## src/rtl/text_line_renderer.sv

```systemverilog
// text_line_renderer: walks a small string buffer through the 6x6 character
// generator ROM and emits one framebuffer pixel write per glyph pixel over a
// valid/ready port.
module text_line_renderer #(
    parameter int MAX_CHARS = 16,
    parameter int XW        = 10,
    parameter int YW        = 9,
    parameter int PITCH     = 7
) (
    input  logic                         clk,
    input  logic                         rst_n,
    input  logic                         wr_en,
    input  logic [$clog2(MAX_CHARS)-1:0] wr_addr,
    input  logic [7:0]                   wr_data,
    input  logic                         start,
    input  logic [$clog2(MAX_CHARS):0]   len,
    input  logic [XW-1:0]                org_x,
    input  logic [YW-1:0]                org_y,
    input  logic                         transparent,
    output logic [7:0]                   rom_ch,
    output logic [2:0]                   rom_xoff,
    output logic [2:0]                   rom_yoff,
    input  logic                         rom_pixel,
    output logic                         px_valid,
    input  logic                         px_ready,
    output logic [XW-1:0]                px_x,
    output logic [YW-1:0]                px_y,
    output logic                         px_on,
    output logic                         busy,
    output logic                         done
);

    localparam int AW = $clog2(MAX_CHARS);
    localparam int LW = AW + 1;

    typedef enum logic [1:0] {
        S_IDLE,
        S_SCAN,
        S_EMIT,
        S_DONE
    } state_t;

    state_t        r_state;
    logic [7:0]    r_buf [MAX_CHARS];
    logic [AW-1:0] r_ci;
    logic [2:0]    r_yo;
    logic [2:0]    r_xo;
    logic [LW-1:0] r_len;
    logic [XW-1:0] r_cbase;   // org_x + ci*PITCH, kept incrementally
    logic [YW-1:0] r_oy;
    logic          r_tr;

    logic          w_last;
    logic [AW-1:0] w_ci_nx;
    logic [2:0]    w_yo_nx;
    logic [2:0]    w_xo_nx;
    logic [XW-1:0] w_cbase_nx;

    assign rom_ch   = r_buf[r_ci];
    assign rom_xoff = r_xo;
    assign rom_yoff = r_yo;

    // String buffer: host writes only while no render is in progress
    always_ff @(posedge clk) begin
        if (wr_en && !busy) begin
            r_buf[wr_addr] <= wr_data;
        end
    end

    // Next position in xo -> yo -> ci order, and last-pixel detection
    always_comb begin
        w_xo_nx    = r_xo + 3'd1;
        w_yo_nx    = r_yo;
        w_ci_nx    = r_ci;
        w_cbase_nx = r_cbase;
        if (r_xo == 3'd5) begin
            w_xo_nx = '0;
            if (r_yo == 3'd5) begin
                w_yo_nx    = '0;
                w_ci_nx    = r_ci + AW'(1);
                w_cbase_nx = r_cbase + XW'(PITCH);
            end else begin
                w_yo_nx = r_yo + 3'd1;
            end
        end
        w_last = ({1'b0, r_ci} == (r_len - LW'(1))) && (r_yo == 3'd5) && (r_xo == 3'd5);
    end

    // Render sequencer with registered pixel-port and status outputs
    always_ff @(posedge clk or negedge rst_n) begin
        if (!rst_n) begin
            r_state  <= S_IDLE;
            r_ci     <= '0;
            r_yo     <= '0;
            r_xo     <= '0;
            r_len    <= '0;
            r_cbase  <= '0;
            r_oy     <= '0;
            r_tr     <= 1'b0;
            px_valid <= 1'b0;
            px_x     <= '0;
            px_y     <= '0;
            px_on    <= 1'b0;
            busy     <= 1'b0;
            done     <= 1'b0;
        end else begin
            case (r_state)
                S_IDLE: begin
                    done <= 1'b0;
                    if (start) begin
                        r_len   <= (len > LW'(MAX_CHARS)) ? LW'(MAX_CHARS) : len;
                        r_cbase <= org_x;
                        r_oy    <= org_y;
                        r_tr    <= transparent;
                        r_ci    <= '0;
                        r_yo    <= '0;
                        r_xo    <= '0;
                        if (len == '0) begin
                            r_state <= S_DONE;
                            done    <= 1'b1;
                        end else begin
                            r_state <= S_SCAN;
                            busy    <= 1'b1;
                        end
                    end
                end
                S_SCAN: begin
                    px_x  <= r_cbase + XW'(r_xo);
                    px_y  <= r_oy + YW'(r_yo);
                    px_on <= rom_pixel;
                    if (r_tr && !rom_pixel) begin
                        if (w_last) begin
                            r_state <= S_DONE;
                            done    <= 1'b1;
                            busy    <= 1'b0;
                            r_ci    <= '0;
                            r_yo    <= '0;
                            r_xo    <= '0;
                        end else begin
                            r_ci    <= w_ci_nx;
                            r_yo    <= w_yo_nx;
                            r_xo    <= w_xo_nx;
                            r_cbase <= w_cbase_nx;
                        end
                    end else begin
                        r_state  <= S_EMIT;
                        px_valid <= 1'b1;
                    end
                end
                S_EMIT: begin
                    if (px_ready) begin
                        px_valid <= 1'b0;
                        if (w_last) begin
                            r_state <= S_DONE;
                            done    <= 1'b1;
                            busy    <= 1'b0;
                            r_ci    <= '0;
                            r_yo    <= '0;
                            r_xo    <= '0;
                        end else begin
                            r_state <= S_SCAN;
                            r_ci    <= w_ci_nx;
                            r_yo    <= w_yo_nx;
                            r_xo    <= w_xo_nx;
                            r_cbase <= w_cbase_nx;
                        end
                    end
                end
                S_DONE: begin
                    done    <= 1'b0;
                    busy    <= 1'b0;
                    r_state <= S_IDLE;
                end
                default: begin
                    r_state <= S_IDLE;
                end
            endcase
        end
    end

endmodule

```

## config.mk

```make
export PLATFORM = sky130hd
export DESIGN_NAME = text_line_renderer
export DESIGN_NICKNAME = d
export VERILOG_FILES = /design/src/rtl/text_line_renderer.sv
export SDC_FILE = /design/constraint.sdc
export NUM_CORES = 1
export LEC_CHECK = 0
export ABC_AREA = 1
export CORE_UTILIZATION = 50
export DETAILED_ROUTE_END_ITERATION = 12
export HOLD_SLACK_MARGIN = 0.05
export PLACE_DENSITY = 0.69
export SLEW_MARGIN = 20
export SYNTH_ARGS = -nofsm -noshare
export SYNTH_HDL_FRONTEND = slang
export SYNTH_SLANG_ARGS = --single-unit
```

## constraint.sdc

```tcl
create_clock -name clk -period 2.2 [get_ports clk]
set_input_delay 0.44 -clock clk [delete_from_list [all_inputs] [get_ports clk]]
set_output_delay 0.44 -clock clk [all_outputs]
set_load 0.05 [all_outputs]
```

==> results.tsv <==
stage	metric	value	unit
finish	layout-drive-gt1-share	16.7	%
logic_synthesis	synth_cell_types	39	
logic_synthesis	synth_top_family_by_area	simple AND/OR/NAND/NOR gates	
worst_setup_path	worstPathArrival	2020	ps
worst_hold_path	hold_path_class	reg2reg	
clock_tree	cts_tree	done	
detailed_routing	drtPass1Iterations	5	
floorplan	die_area	17400	um2
global_routing	grt_pass1_wl	33000	um
place	io_buffers	79	
floorplan	start_util	51.2	%
sta	fin_crit_sh	112	%
worst_hold_path	min_path_cells	2	
power_and_ir_drop	p_int	8.68	mW
floorplan	rows	47	
global_routing	antenna_found_initial	0	
clock_tree	clock-sinks	188	
sta	final_hold_viol_count	0	
finish	area_delta_synth_final	27.1	%
logic_synthesis	synth_seq_cells	188	
logic_synthesis	ys.flop_type	edfxtp_1	
finish	nNetsFinal	987	
sta	rsz0062_at_grt	true	
run_status	failed_checks	negative setup slack	
worst_hold_path	hp-start	px_y[0]	
finish	final_util	65.0	%
finish	antenna_cells	0	
logic_synthesis	synth-simple-area-share	16.4	%
sta	period_minus_slack	2460	ps
clock_tree	clk_pin_slew	70	ps
logic_synthesis	synth_compound_area_share	12.2	%
sta	whs	474	ps
logic_synthesis	yosys_warnings	0	
finish	design_area	10700	um2
place	gp_congestion	0.840	
global_routing	first_global_vias	6211	
floorplan	ios	80	
logic_synthesis	synthAdderAreaFrac	2.55	%
detailed_routing	vias	6499	
sta	worst_slack	-261	ps
worst_setup_path	r2r_setup_slack	160	ps
worst_setup_path	crit_path_end_kind	output port	
worst_setup_path	required	1760	ps
clock_tree	clockBufferDepth	2	
clock_tree	cts_inserted_buffers	17	
power_and_ir_drop	p_sw_share	44.4	%
place	dpl_cell_area	9690	um2
detailed_routing	routed_wl	21300	um
worst_setup_path	path_class	reg2out	
power_and_ir_drop	ir_drop	0.890	mV
worst_setup_path	cp-start-kind	flip-flop	
power_and_ir_drop	p_seq_share	30.6	%
logic_synthesis	synth_top_cells_by_area	edfxtp_1 45%, dfrtp_1 18%, nand2_1 6.5%, o21ai_0 5.8%, nor2_1 5.0%	
logic_synthesis	yosys.area.top_type_share	45.5	%
sta	slew_headroom	49.6	%
worst_setup_path	reg2reg_to	rom_xoff[2]	
power_and_ir_drop	p_clk_share	19.9	%
sta	fin_skew	8.43	ps
detailed_routing	initialDrtViolationCount	660	
sta	max_freq	406	MHz
logic_synthesis	synth_mux_area_share	0	%
logic_synthesis	synth_xor_area_share	0.829	%
power_and_ir_drop	p_sw	6.92	mW
detailed_routing	drc_errors	0	
global_routing	grt_start_max_net_pins	61	
sta	finalSetupViolCount	8	
worst_setup_path	critPathMaxFanout	7	
logic_synthesis	netlist_area	8450	um2
global_routing	grt_usage	25.1	%
sta	drv_slew	0	
logic_synthesis	yosysSeqAreaShare	63.2	%
run_status	status	finished with violations	
worst_setup_path	r2r_start	r_ci[0]	
worst_hold_path	hold_end	px_y[0]	
global_routing	globalRoute.totalOverflow	0	
floorplan	fp.dieH	132	um
job	drv_cap	0	
detailed_routing	wl_per_cell	18.3	um
logic_synthesis	synth_edf_count	128	
power_and_ir_drop	combPwrFrac	49.5	%
logic_synthesis	syn_inst	814	
sta	worst_pin_slew	754	ps
worst_setup_path	r2r_cells	13	
place	place_hpwl	13300	um
power_and_ir_drop	p_per_area	1450	nW/um2
logic_synthesis	yosys.area.top_type	edfxtp_1	
clock_tree	clkLatencyLatePin	450	ps
clock_tree	htreeDepth	4	
floorplan	core_area	16500	um2
logic_synthesis	async_flop_share	31.9	%
floorplan	fp.dieW	132	um
clock_tree	root_buffer	clkbuf_16	
detailed_routing	routed_via_density	5.60	
power_and_ir_drop	p_leak	4.26	nW
logic_synthesis	syn_nets	873	
detailed_routing	ant_nets	0	
logic_synthesis	avgSynthCellArea	10.4	um2
## area by class of cell
type                            count  area (um2)
Tap cell                          220         275
Timing Repair Buffer              127        1360
Fill cell                        1277        5780
Clock buffer                       17         425
Clock inverter                     15         173
Sequential cell                   188        5350
Multi-Input combinational cell    523        2890
Inverter                           71         280
## sequential cells by signal, indices dropped and copies added (netlist names)
signal and flops:
px_valid 1, r_len 5, rom_xoff 3, r_state 2, r_ci 4, r_cbase 10, busy 1, r_buf 128
done 1, r_tr 1, rom_yoff 3, r_oy 9, px_x 10, px_y 9, px_on 1
## synthesized netlist by cell type, types with 2 or more instances
| cell | instances |
|---|---|
| a21oi_1 | 14 |
| buf_2 | 2 |
| clkbuf_1 | 27 |
| dfrtp_1 | 60 |
| edfxtp_1 | 128 |
| fa_1 | 2 |
| ha_1 | 14 |
| inv_1 | 63 |
| inv_2 | 6 |
| nand2_1 | 146 |
| nand2_2 | 6 |
| nand3_1 | 40 |
| nand3b_1 | 3 |
| nand4_1 | 5 |
| nor2_1 | 112 |
| nor2_2 | 2 |
| nor2_4 | 2 |
| nor3_1 | 8 |
| o211ai_1 | 5 |
| o21ai_0 | 98 |
| o21ai_1 | 2 |
| o21ai_2 | 9 |
| o221ai_1 | 27 |
| o22ai_1 | 11 |
| xor2_1 | 8 |
## metrics by stage
| stage | power [mW] | TNS [ps] | setup WS [ps] | cells |
|---|---|---|---|---|
| floorplan | 9.51 | 0 | 115 | 814 |
| global placement | 11.4 | 0 | 39.0 | 1120 |
| detailed placement | 11.6 | 0 | 21.5 | 1120 |
| CTS | 15.5 | -1630 | -223 | 1161 |
| global route | 16.4 | -2190 | -330 | 1161 |
| finish | 15.6 | -1710 | -261 | 1161 |
## power groups by stage
stage	clock, mW	combinational (mW)	sequential, mW
2_1_floorplan	0	3.97	5.54
3_3_place_gp	0	6.63	4.81
3_5_place_dp	0	6.78	4.83
4_1_cts	3.12	7.58	4.78
5_1_grt	3.24	8.35	4.84
6_report	3.10	7.72	4.78
## routing by layer
layer,global-route usage [%],vias up,wire [um],part of all wire [%]
met5,0,-,0,0
met2,39.6,248,10200,48
li1,-,3056,-,-
met4,9.82,0,360,1.7
met3,4.65,31,1310,6.2
met1,34.8,3164,9380,44
## worst max path at each step
stage,startpoint,end,slack (ps),cells past startpoint
global route,r_ci[0],rom_ch[5],-330,8
global placement,start,r_cbase[3],40,11
detailed placement,start,r_cbase[3],20,11
CTS,r_ci[0],rom_ch[6],-220,7
floorplan,rom_xoff[0],px_x[6],120,9
finish,r_ci[0],rom_ch[5],-260,8
## placed cells by master (no fill, tap or decap), types with 5 or more instances in the layout
cell type        netlist  layout
a21oi_1               14      13
buf_12                 0       6
buf_4                  1      33
buf_6                  0       7
clkbuf_16              0      18
clkdlybuf4s50_1        0      69
dfrtp_1               60      59
edfxtp_1             128     128
ha_1                  14      14
inv_1                 63      62
inv_2                  6       5
inv_8                  0       7
nand2_1              146     143
nand2_2                6       9
nand3_1               40      39
nand4_1                5       5
nor2_1               112     104
nor2_2                 2       8
nor3_1                 8       8
o211ai_1               5       5
o21ai_0               98      68
o21ai_1                2      25
o21ai_2                9      15
o221ai_1              27      15
o221ai_2               0      12
o22ai_1               11       6
o22ai_2                0       5
xor2_1                 8       8
## logic make-up after synthesis
kind of cell               after synthesis
and+or+nand+nor                        328
DFF                                    188
AOI/OAI and AO/OA                      171
buffers and inverters                  103
adders and majority gates               16
xor gates and xnor gates                 8
## worst max-delay path, stage by stage (launching register included)
cell,delay (ps)
dfrtp_2,450
clkinv_4,120
buf_12,160
buf_16,140
o21ai_1,160
o221ai_1,120
o211ai_1,140
nand2_1,110
buf_6,170
## repair_timing
item	CTS	global route
gates resized for setup	55	42
endpoints found under the setup margin	8	11
endpoints found under the hold margin	60	0
hold buffers	1	0
cloned	5	1
pin swaps	13	15
buffers inserted	3	0
(Power assumes the default switching activity.)
